### src/rtl/sync_fifo_param.sv
// sync_fifo_param: single-clock parametrised FIFO.
// Holds the storage array, binary read/write pointers, full/empty flags,
// an occupancy count and almost-full/almost-empty thresholds.
// The read side is either registered (FWFT=0) or first-word-fall-through (FWFT=1).
// Optional build macro FIFO_ERR_FLAGS_EN adds sticky overflow/underflow outputs.
//
// Handshake: w_en is "valid" on the write side and !full is its "ready".
// r_en is "valid" on the read side and !empty is its "ready".
// A transfer happens on a posedge where valid and ready are both high.
// Ready comes only from registered pointers, so it never depends on valid.
module sync_fifo_param #(
  parameter int DATA_WIDTH = 8,
  parameter int DEPTH      = 8,
  parameter int PTR_WIDTH  = 3,
  parameter int AF_THRESH  = 6,
  parameter int AE_THRESH  = 1,
  parameter int FWFT       = 0
) (
  input  logic                  clk,
  input  logic                  rst,
  input  logic                  w_en,
  input  logic [DATA_WIDTH-1:0] data_in,
  input  logic                  r_en,
  output logic [DATA_WIDTH-1:0] data_out,
  output logic                  full,
  output logic                  empty,
  output logic                  almost_full,
  output logic                  almost_empty,
  output logic [PTR_WIDTH:0]    count
`ifdef FIFO_ERR_FLAGS_EN
  ,
  output logic                  overflow,
  output logic                  underflow
`endif
);

  // Out-of-range parameters are a configuration error. Elaboration stops here.
  if (DEPTH < 2 || DEPTH != (1 << PTR_WIDTH) ||
      AF_THRESH < 1 || AF_THRESH > DEPTH ||
      AE_THRESH < 0 || AE_THRESH > DEPTH - 1 ||
      (FWFT != 0 && FWFT != 1)) begin : g_param_err
    $fatal(1, "sync_fifo_param: illegal parameter combination");
  end

  localparam logic [PTR_WIDTH:0] AF_T = (PTR_WIDTH + 1)'(AF_THRESH);
  localparam logic [PTR_WIDTH:0] AE_T = (PTR_WIDTH + 1)'(AE_THRESH);

  logic [DATA_WIDTH-1:0] mem [DEPTH];
  logic [PTR_WIDTH:0]    wptr_q;
  logic [PTR_WIDTH:0]    rptr_q;
  logic [PTR_WIDTH-1:0]  waddr;
  logic [PTR_WIDTH-1:0]  raddr;
  logic                  wr_ok;
  logic                  rd_ok;

  assign waddr = wptr_q[PTR_WIDTH-1:0];
  assign raddr = rptr_q[PTR_WIDTH-1:0];

  // Flags and count decode the pointer registers only.
  // They therefore change only after a clock edge.
  always_comb begin
    count        = wptr_q - rptr_q;
    empty        = (wptr_q == rptr_q);
    full         = (wptr_q[PTR_WIDTH] != rptr_q[PTR_WIDTH]) &&
                   (waddr == raddr);
    almost_full  = (count >= AF_T);
    almost_empty = (count <= AE_T);
    wr_ok        = w_en && !full;
    rd_ok        = r_en && !empty;
  end

  // Pointer registers. They wrap naturally modulo 2*DEPTH.
  always_ff @(posedge clk) begin
    if (rst) begin
      wptr_q <= '0;
      rptr_q <= '0;
    end else begin
      if (wr_ok) wptr_q <= wptr_q + 1'b1;
      if (rd_ok) rptr_q <= rptr_q + 1'b1;
    end
  end

  // Storage array. It has no reset; a reset simply makes every entry stale.
  always_ff @(posedge clk) begin
    if (!rst && wr_ok) mem[waddr] <= data_in;
  end

  if (FWFT == 0) begin : g_reg_read
    logic [DATA_WIDTH-1:0] dout_q;
    // Registered read: the head word is captured on the edge that pops it.
    always_ff @(posedge clk) begin
      if (rst)        dout_q <= '0;
      else if (rd_ok) dout_q <= mem[raddr];
    end
    assign data_out = dout_q;
  end else begin : g_fwft_read
    // Fall-through: the head word is always shown; r_en acknowledges it.
    assign data_out = mem[raddr];
  end

`ifdef FIFO_ERR_FLAGS_EN
  // Sticky error flags for rejected accesses, cleared only by reset.
  always_ff @(posedge clk) begin
    if (rst) begin
      overflow  <= 1'b0;
      underflow <= 1'b0;
    end else begin
      if (w_en && full)  overflow  <= 1'b1;
      if (r_en && empty) underflow <= 1'b1;
    end
  end
`endif

endmodule

### config.mk
export PLATFORM = sky130hd
export DESIGN_NAME = sync_fifo_param
export DESIGN_NICKNAME = d
export VERILOG_FILES = /design/src/rtl/sync_fifo_param.sv
export SDC_FILE = /design/constraint.sdc
export NUM_CORES = 1
export LEC_CHECK = 0
export CAP_MARGIN = 10
export CORE_UTILIZATION = 50
export CTS_CLUSTER_DIAMETER = 40
export CTS_CLUSTER_SIZE = 20
export DETAILED_ROUTE_END_ITERATION = 16
export PLACE_DENSITY = 0.8
export SLEW_MARGIN = 20
export SYNTH_ARGS = -nofsm -noshare
export SYNTH_HDL_FRONTEND = slang
export SYNTH_SLANG_ARGS = --single-unit
export TNS_END_PERCENT = 100
### constraint.sdc
create_clock -name clk -period 9 [get_ports clk]
set_clock_uncertainty 0.05 [all_clocks]
set_input_delay 1.8 -clock clk [delete_from_list [all_inputs] [get_ports clk]]
set_output_delay 1.8 -clock clk [all_outputs]
set_load 0.05 [all_outputs]
==> results.py, run 1 <==
metrics = {
    "setup_path": {
        "crit_buf_inv": 3,
        "cp.required_ps": 7150,
        "end_kind": "primary output",
        "crit_path_start_kind": "register",
        "cp_top_family": "buffers and inverters",
        "cpPeakStageDelay_ps": 830,
        "crit_top_cell": "o21ai_0",
        "worstPathCellList": "buf_4, inv_1, ha_1, nor2b_1, o21ai_0, a21oi_1, o21ai_0, clkdlybuf4s50_1",
        "worst-setup-path-type": "register to primary output",
        "cp.arrival_ps": 2890,
        "slowest_stage": "clkdlybuf4s50_1",
        "worstPathMaxFanout": 29,
    },
    "grt": {
        "grt_use_total_pct": 19.1,
        "grt_max_degree": 30,
        "grt_overflow": 0,
        "antenna_found_initial": 0,
        "grt_pass1_vias": 1873,
        "grt_pass1_wl_um": 9890,
    },
    "clock_network": {
        "clockRootBuffer": "clkbuf_8",
        "hold_buffers": 0,
        "clockBufferDepth": 2,
        "post_cts_resized": 0,
        "clk_pin_slew_ps": 90,
        "numCtsBuffers": 9,
        "clock_latency_ps": 330,
        "cts_tree": "built",
        "cts.sinks": 80,
        "cts_setup_buffers": 0,
        "ctsHtreeMaxLevel": 3,
    },
    "layout": {
        "seq_area_sq_um": 2240,
        "multi_input_area_sq_um": 968,
        "finalNetCount": 267,
        "layout-drive-gt1-share_pct": 12.2,
        "fill_cells": 501,
        "num_antenna_cells": 0,
        "synthToLayoutAreaGrowth_pct": 15.6,
    },
    "yosys": {
        "synth_cell_type_count": 37,
        "synthTopCellsByArea": "edfxtp_1 58%, dfxtp_1 9.7%, mux2i_1 5.1%",
        "syn_nets": 235,
        "synth-main-ff-cell": "edfxtp_1",
        "ys_top_cells_by_count": "64 x edfxtp_1, 22 x nor2_1, 17 x mux2i_1",
        "synth_top_area_share_pct": 58.0,
        "ys_seq_area_share_pct": 67.7,
        "ys_seq_elements": 80,
        "yosysMostFrequentCell": "edfxtp_1",
        "synth.largest_area_cell": "edfxtp_1",
        "synth-edff-count": 64,
        "netlist_area_sq_um": 3310,
        "netlist_instances": 217,
        "yosysWarnings": 0,
        "async_flop_share_pct": 0,
        "synth_area_per_cell_sq_um": 15.3,
    },
    "timing": {
        "timing.final.crit_share_pct": 52.7,
        "hold_viol": 0,
        "worstMarginPinSlew_ps": 942,
        "tns_ps": 0,
        "min_period_ps": 4740,
        "finalSetupViolations": 0,
        "rsz0062_at_grt": "false",
        "fmax_mhz": 211,
        "max-slew-margin-rel_pct": 36.9,
        "maxSlewViolCount": 0,
    },
    "route": {
        "dr.pass1.iters": 4,
        "post_drt_via_cell_ratio": 5.60,
        "drtIter0Drc": 126,
        "detail-route-antenna-nets": 0,
        "wl_um": 5880,
        "post_drt_wl_per_cell_um": 17.8,
        "drc": 0,
        "vias": 1852,
    },
    "flow_run": {
        "drv_cap": 0,
    },
    "die": {
        "fp-row-count": 29,
        "start_util_pct": 51.9,
        "die_area_sq_um": 6960,
        "ioPinCount": 28,
        "core_sq_um": 6390,
        "die_h_um": 83.4,
        "die_w_um": 83.4,
    },
    "min_path": {
        "hold_class": "register to register",
    },
    "pwr": {
        "vdd_drop_max_v": 0.000118,
        "power.density_nw_per_um2": 226,
        "total_power_mw": 0.865,
        "leakagePower_nw": 1.25,
    },
    "outcome": {
        "status": "completed",
    },
    "place": {
        "portBuffers": 27,
        "gp_congestion": 0.773,
        "dp_hpwl_um": 3850,
    },
}
## metal layers
metal,share of wire [%],global-route usage (%),wire length [um]
met1,45,26.0,2650
met2,49,30.4,2880
met3,4.0,3.68,238
met4,1.9,7.68,112
met5,0,0,0
## cell type report
| cell class | instances | area share, % |
|---|---|---|
| multi-input combinational | 119 | 25.3 |
| timing repair buffer | 32 | 8.04 |
| clock inverter | 5 | 1.47 |
| sequential | 80 | 58.6 |
| tap | 77 | 2.52 |
| clock buffer | 11 | 3.43 |
| inverter | 7 | 0.686 |
## per-stage QoR
step	instances	area (sq um)	util [%]	hold WS [ps]	worst slack, ps
2_1_floorplan	217	3310	-	413	4480
3_3_place_gp	315	3640	57.0	428	4630
3_5_place_dp	315	3640	57.0	428	4590
4_1_cts	331	3830	60.0	444	4210
5_1_grt	331	3830	60.0	488	4010
6_report	331	3830	60.0	441	4260
## cell families (layout without fill, tap and decap cells)
| kind of cell | Yosys count | after routing | share of synthesized area [%] |
|---|---|---|---|
| AOI/OAI and AO/OA | 29 | 29 | 5.89 |
| xor gates and xnor gates | 8 | 8 | 2.34 |
| adders and majority gates | 6 | 6 | 2.49 |
| buffers and inverters | 18 | 55 | 3.10 |
| DFF | 80 | 80 | 67.7 |
| muxes | 25 | 25 | 10.9 |
| and+or+nand+nor | 51 | 51 | 7.59 |
## path summary, 6_finish.rpt
kind                             from                       end  slack [ps]  cells past startpoint
min reg2reg  data_out[2]$_SDFFE_PP0P_  data_out[2]$_SDFFE_PP0P_         440                      2
min          data_out[2]$_SDFFE_PP0P_  data_out[2]$_SDFFE_PP0P_         440                      2
max            rptr_q[1]$_SDFFE_PP0P_               almost_full        4260                      8
max reg2reg    rptr_q[2]$_SDFFE_PP0P_       mem[5][6]$_DFFE_PP_        6010                      6
## tightest hold or removal path: cells and delay by family, from the launching register on
kind / cells / cell delay, ps
flip-flops: 1 / 320
AND/OR/NAND/NOR: 2 / 130
## power by group
part,leakage (nW),internal (mW),switching (mW)
registers,0.709,0.411,0.0109
clock network,0.0937,0.128,0.123
logic,0.447,0.0667,0.124
total,1.25,0.607,0.258
## layout by cell type, fill, tap and decap left out, types with 2 or more instances in the layout
cell type / instances
o22ai_1: 8
nor3_1: 10
clkbuf_8: 9
buf_4: 5
o21ai_0: 3
nor2_1: 22
and3_1: 2
dfxtp_1: 16
xor2_1: 3
edfxtp_1: 64
clkbuf_1: 2
mux4_2: 5
mux2i_1: 17
clkinv_2: 2
ha_1: 5
nand2b_1: 2
xnor2_1: 4
o21a_1: 2
a211oi_1: 8
a21oi_1: 3
nor4_1: 2
o211ai_1: 3
o21ai_2: 2
inv_1: 7
clkdlybuf4s50_1: 27
mux4_1: 3
nand2_1: 5
## sequential cells by signal, summed over array words and instances (netlist names)
register and cells:
mem 64, data_out 8, rptr_q 4, wptr_q 4
No activity file was read; power rests on OpenSTA's default activity.
==> inputs of run 2 (changes only) <==
--- a/config.mk
+++ b/config.mk
@@ -10,7 +10,7 @@
 export CTS_CLUSTER_DIAMETER = 40
 export CTS_CLUSTER_SIZE = 20
 export DETAILED_ROUTE_END_ITERATION = 16
-export PLACE_DENSITY = 0.8
+export PLACE_DENSITY = 0.83
 export SLEW_MARGIN = 20
 export SYNTH_ARGS = -nofsm -noshare
 export SYNTH_HDL_FRONTEND = slang
==> constraint.sdc (replaced) <==
create_clock -name clk -period 3.9 [get_ports clk]
set_clock_uncertainty 0.05 [all_clocks]
set_input_delay 0.78 -clock clk [delete_from_list [all_inputs] [get_ports clk]]
set_output_delay 0.78 -clock clk [all_outputs]
set_load 0.05 [all_outputs]
==> run 2 against run 1 <==
Compared with the run above: sequential share of layout area down 0.25 points; design area grew 0.42%; worst setup slack got worse by 3800 ps; register-to-register slack worse by 5000 ps; critical path type unchanged; largest cell class unchanged.
==> results.py, run 2 (synthesis gave the netlist of run 1 again) <==
metrics = {
    "clock_network": {
        "hold_buffers": 0,
        "cts_setup_buffers": 0,
        "clock_latency_ps": 350,
        "clk_pin_slew_ps": 80,
        "clockRootBuffer": "clkbuf_8",
        "ctsHtreeMaxLevel": 3,
        "post_cts_resized": 0,
        "clockBufferDepth": 2,
        "numCtsBuffers": 9,
        "cts_tree": "built",
        "cts.sinks": 80,
    },
    "layout": {
        "synthToLayoutAreaGrowth_pct": 16.0,
        "final_core_util_pct": 60.2,
        "top_register": "mem",
        "mostFrequentLayoutCells": "64 x edfxtp_1, 22 x nor2_1, 21 x clkdlybuf4s50_1",
        "layout-drive-gt1-share_pct": 15.4,
        "seq_area_sq_um": 2240,
        "multi_input_area_sq_um": 968,
        "largest_reg_flops": 64,
        "instances_no_fill": 331,
        "layout.cells.most_common": "edfxtp_1",
        "fin_area_sq_um": 3840,
        "finalNetCount": 267,
        "fill_cells": 470,
        "num_antenna_cells": 0,
    },
    "route": {
        "post_drt_wl_per_cell_um": 18.1,
        "dr.pass1.iters": 4,
        "detail-route-antenna-nets": 0,
        "vias": 1876,
        "post_drt_via_cell_ratio": 5.67,
        "drtIter0Drc": 106,
        "drc": 0,
        "wl_um": 5980,
    },
    "grt": {
        "use_met1_pct": 25.3,
        "grt_max_degree": 28,
        "grt_overflow": 0,
        "grt-busiest-layer": "met2",
        "grt_pass1_vias": 1901,
        "grt_use_total_pct": 18.6,
        "grt_use_met3_pct": 3.38,
        "grt_pass1_wl_um": 9720,
        "antenna_found_initial": 0,
        "grt_util_met2_pct": 29.1,
    },
    "timing": {
        "rsz0062_at_grt": "false",
        "worstMarginPinSlew_ps": 829,
        "tns_ps": 0,
        "timing.hold.ws_ps": 442,
        "fmax_mhz": 288,
        "timing.final.crit_share_pct": 89.0,
        "setup_slack_ps": 430,
        "min_period_ps": 3470,
        "finalSetupViolations": 0,
        "max-slew-margin-rel_pct": 44.6,
        "maxSlewViolCount": 0,
        "hold_viol": 0,
    },
    "pwr": {
        "power.density_nw_per_um2": 521,
        "vdd_drop_max_v": 0.000367,
        "total_power_mw": 2.00,
        "leakagePower_nw": 1.26,
    },
    "place": {
        "placed_area_sq_um": 3660,
        "portBuffers": 27,
        "dp_slack_ps": 824,
        "dp_hpwl_um": 4040,
        "gp_congestion": 0.792,
        "numPlacedInstances": 315,
    },
    "die": {
        "start_util_pct": 51.9,
        "die_w_um": 83.4,
        "ioPinCount": 28,
        "die_area_sq_um": 6960,
        "fp-row-count": 29,
        "core_sq_um": 6390,
        "die_h_um": 83.4,
    },
    "outcome": {
        "status": "completed",
    },
    "setup_path": {
        "cp.arrival_ps": 2640,
        "r2r-start": "rptr_q[2]$_SDFFE_PP0P_",
        "reg2reg_to": "mem[3][0]$_DFFE_PP_",
        "worst-setup-path-type": "register to primary output",
        "cp.required_ps": 3070,
        "worstPathMaxFanout": 14,
        "endpoint": "count[2]",
        "worstSetupStartpoint": "rptr_q[0]$_SDFFE_PP0P_",
        "crit_path_start_kind": "register",
        "end_kind": "primary output",
        "r2r_cells": 7,
        "r2r_slack_ps": 970,
    },
    "flow_run": {
        "drv_cap": 0,
    },
    "min_path": {
        "hold_class": "register to register",
    },
}
==> run 2: cell types whose count changed in the layout (fill, tap and decap cells not counted) <==
cell,delta
buf_12,+3
inv_8,+1
clkinv_4,+3
bufinv_16,-1
clkdlybuf4s50_1,-6
clkinv_2,-1
buf_4,+3
clkbuf_1,-2
inv_6,-1
clkinvlp_4,+1
==> run 2: layout make-up <==
cell class	instances	share of cell area (%)
Tap cell	77	2.51
Clock buffer	9	3.22
Multi-Input combinational cell	119	25.2
Sequential cell	80	58.3
Inverter	7	0.683
Timing Repair Buffer	32	8.59
Clock inverter	7	1.50
==> run 2: worst min-delay path by stage <==
stage / start / endpoint / slack, ps / cells past startpoint
2_1_floorplan: wptr_q[0]$_SDFFE_PP0P_ / wptr_q[0]$_SDFFE_PP0P_ / 410 / 2
4_1_cts: wptr_q[0]$_SDFFE_PP0P_ / wptr_q[0]$_SDFFE_PP0P_ / 440 / 2
6_report: wptr_q[0]$_SDFFE_PP0P_ / wptr_q[0]$_SDFFE_PP0P_ / 440 / 2
3_5_place_dp: wptr_q[0]$_SDFFE_PP0P_ / wptr_q[0]$_SDFFE_PP0P_ / 430 / 2
5_1_grt: data_out[3]$_SDFFE_PP0P_ / data_out[3]$_SDFFE_PP0P_ / 480 / 2
3_3_place_gp: wptr_q[0]$_SDFFE_PP0P_ / wptr_q[0]$_SDFFE_PP0P_ / 420 / 2
==> run 2: critical path: stages (launching register included) <==
cell             delay (ps)
dfxtp_1                 480
ha_1                    300
fa_1                    380
xnor2_1                 270
clkdlybuf4s50_1         860
==> run 2: metal layers <==
layer / share of wire (%) / routed length, um / up-vias
li1: - / - / 891
met1: 45 / 2700 / 918
met2: 49 / 2950 / 55
met3: 3.3 / 195 / 12
met4: 2.2 / 132 / 0
met5: 0 / 0 / -
==> run 2: where the power goes <==
part           internal [mW]  switching [mW]
Combinational          0.180           0.300
Clock                  0.237           0.311
Sequential             0.949          0.0258
Total                   1.37           0.637
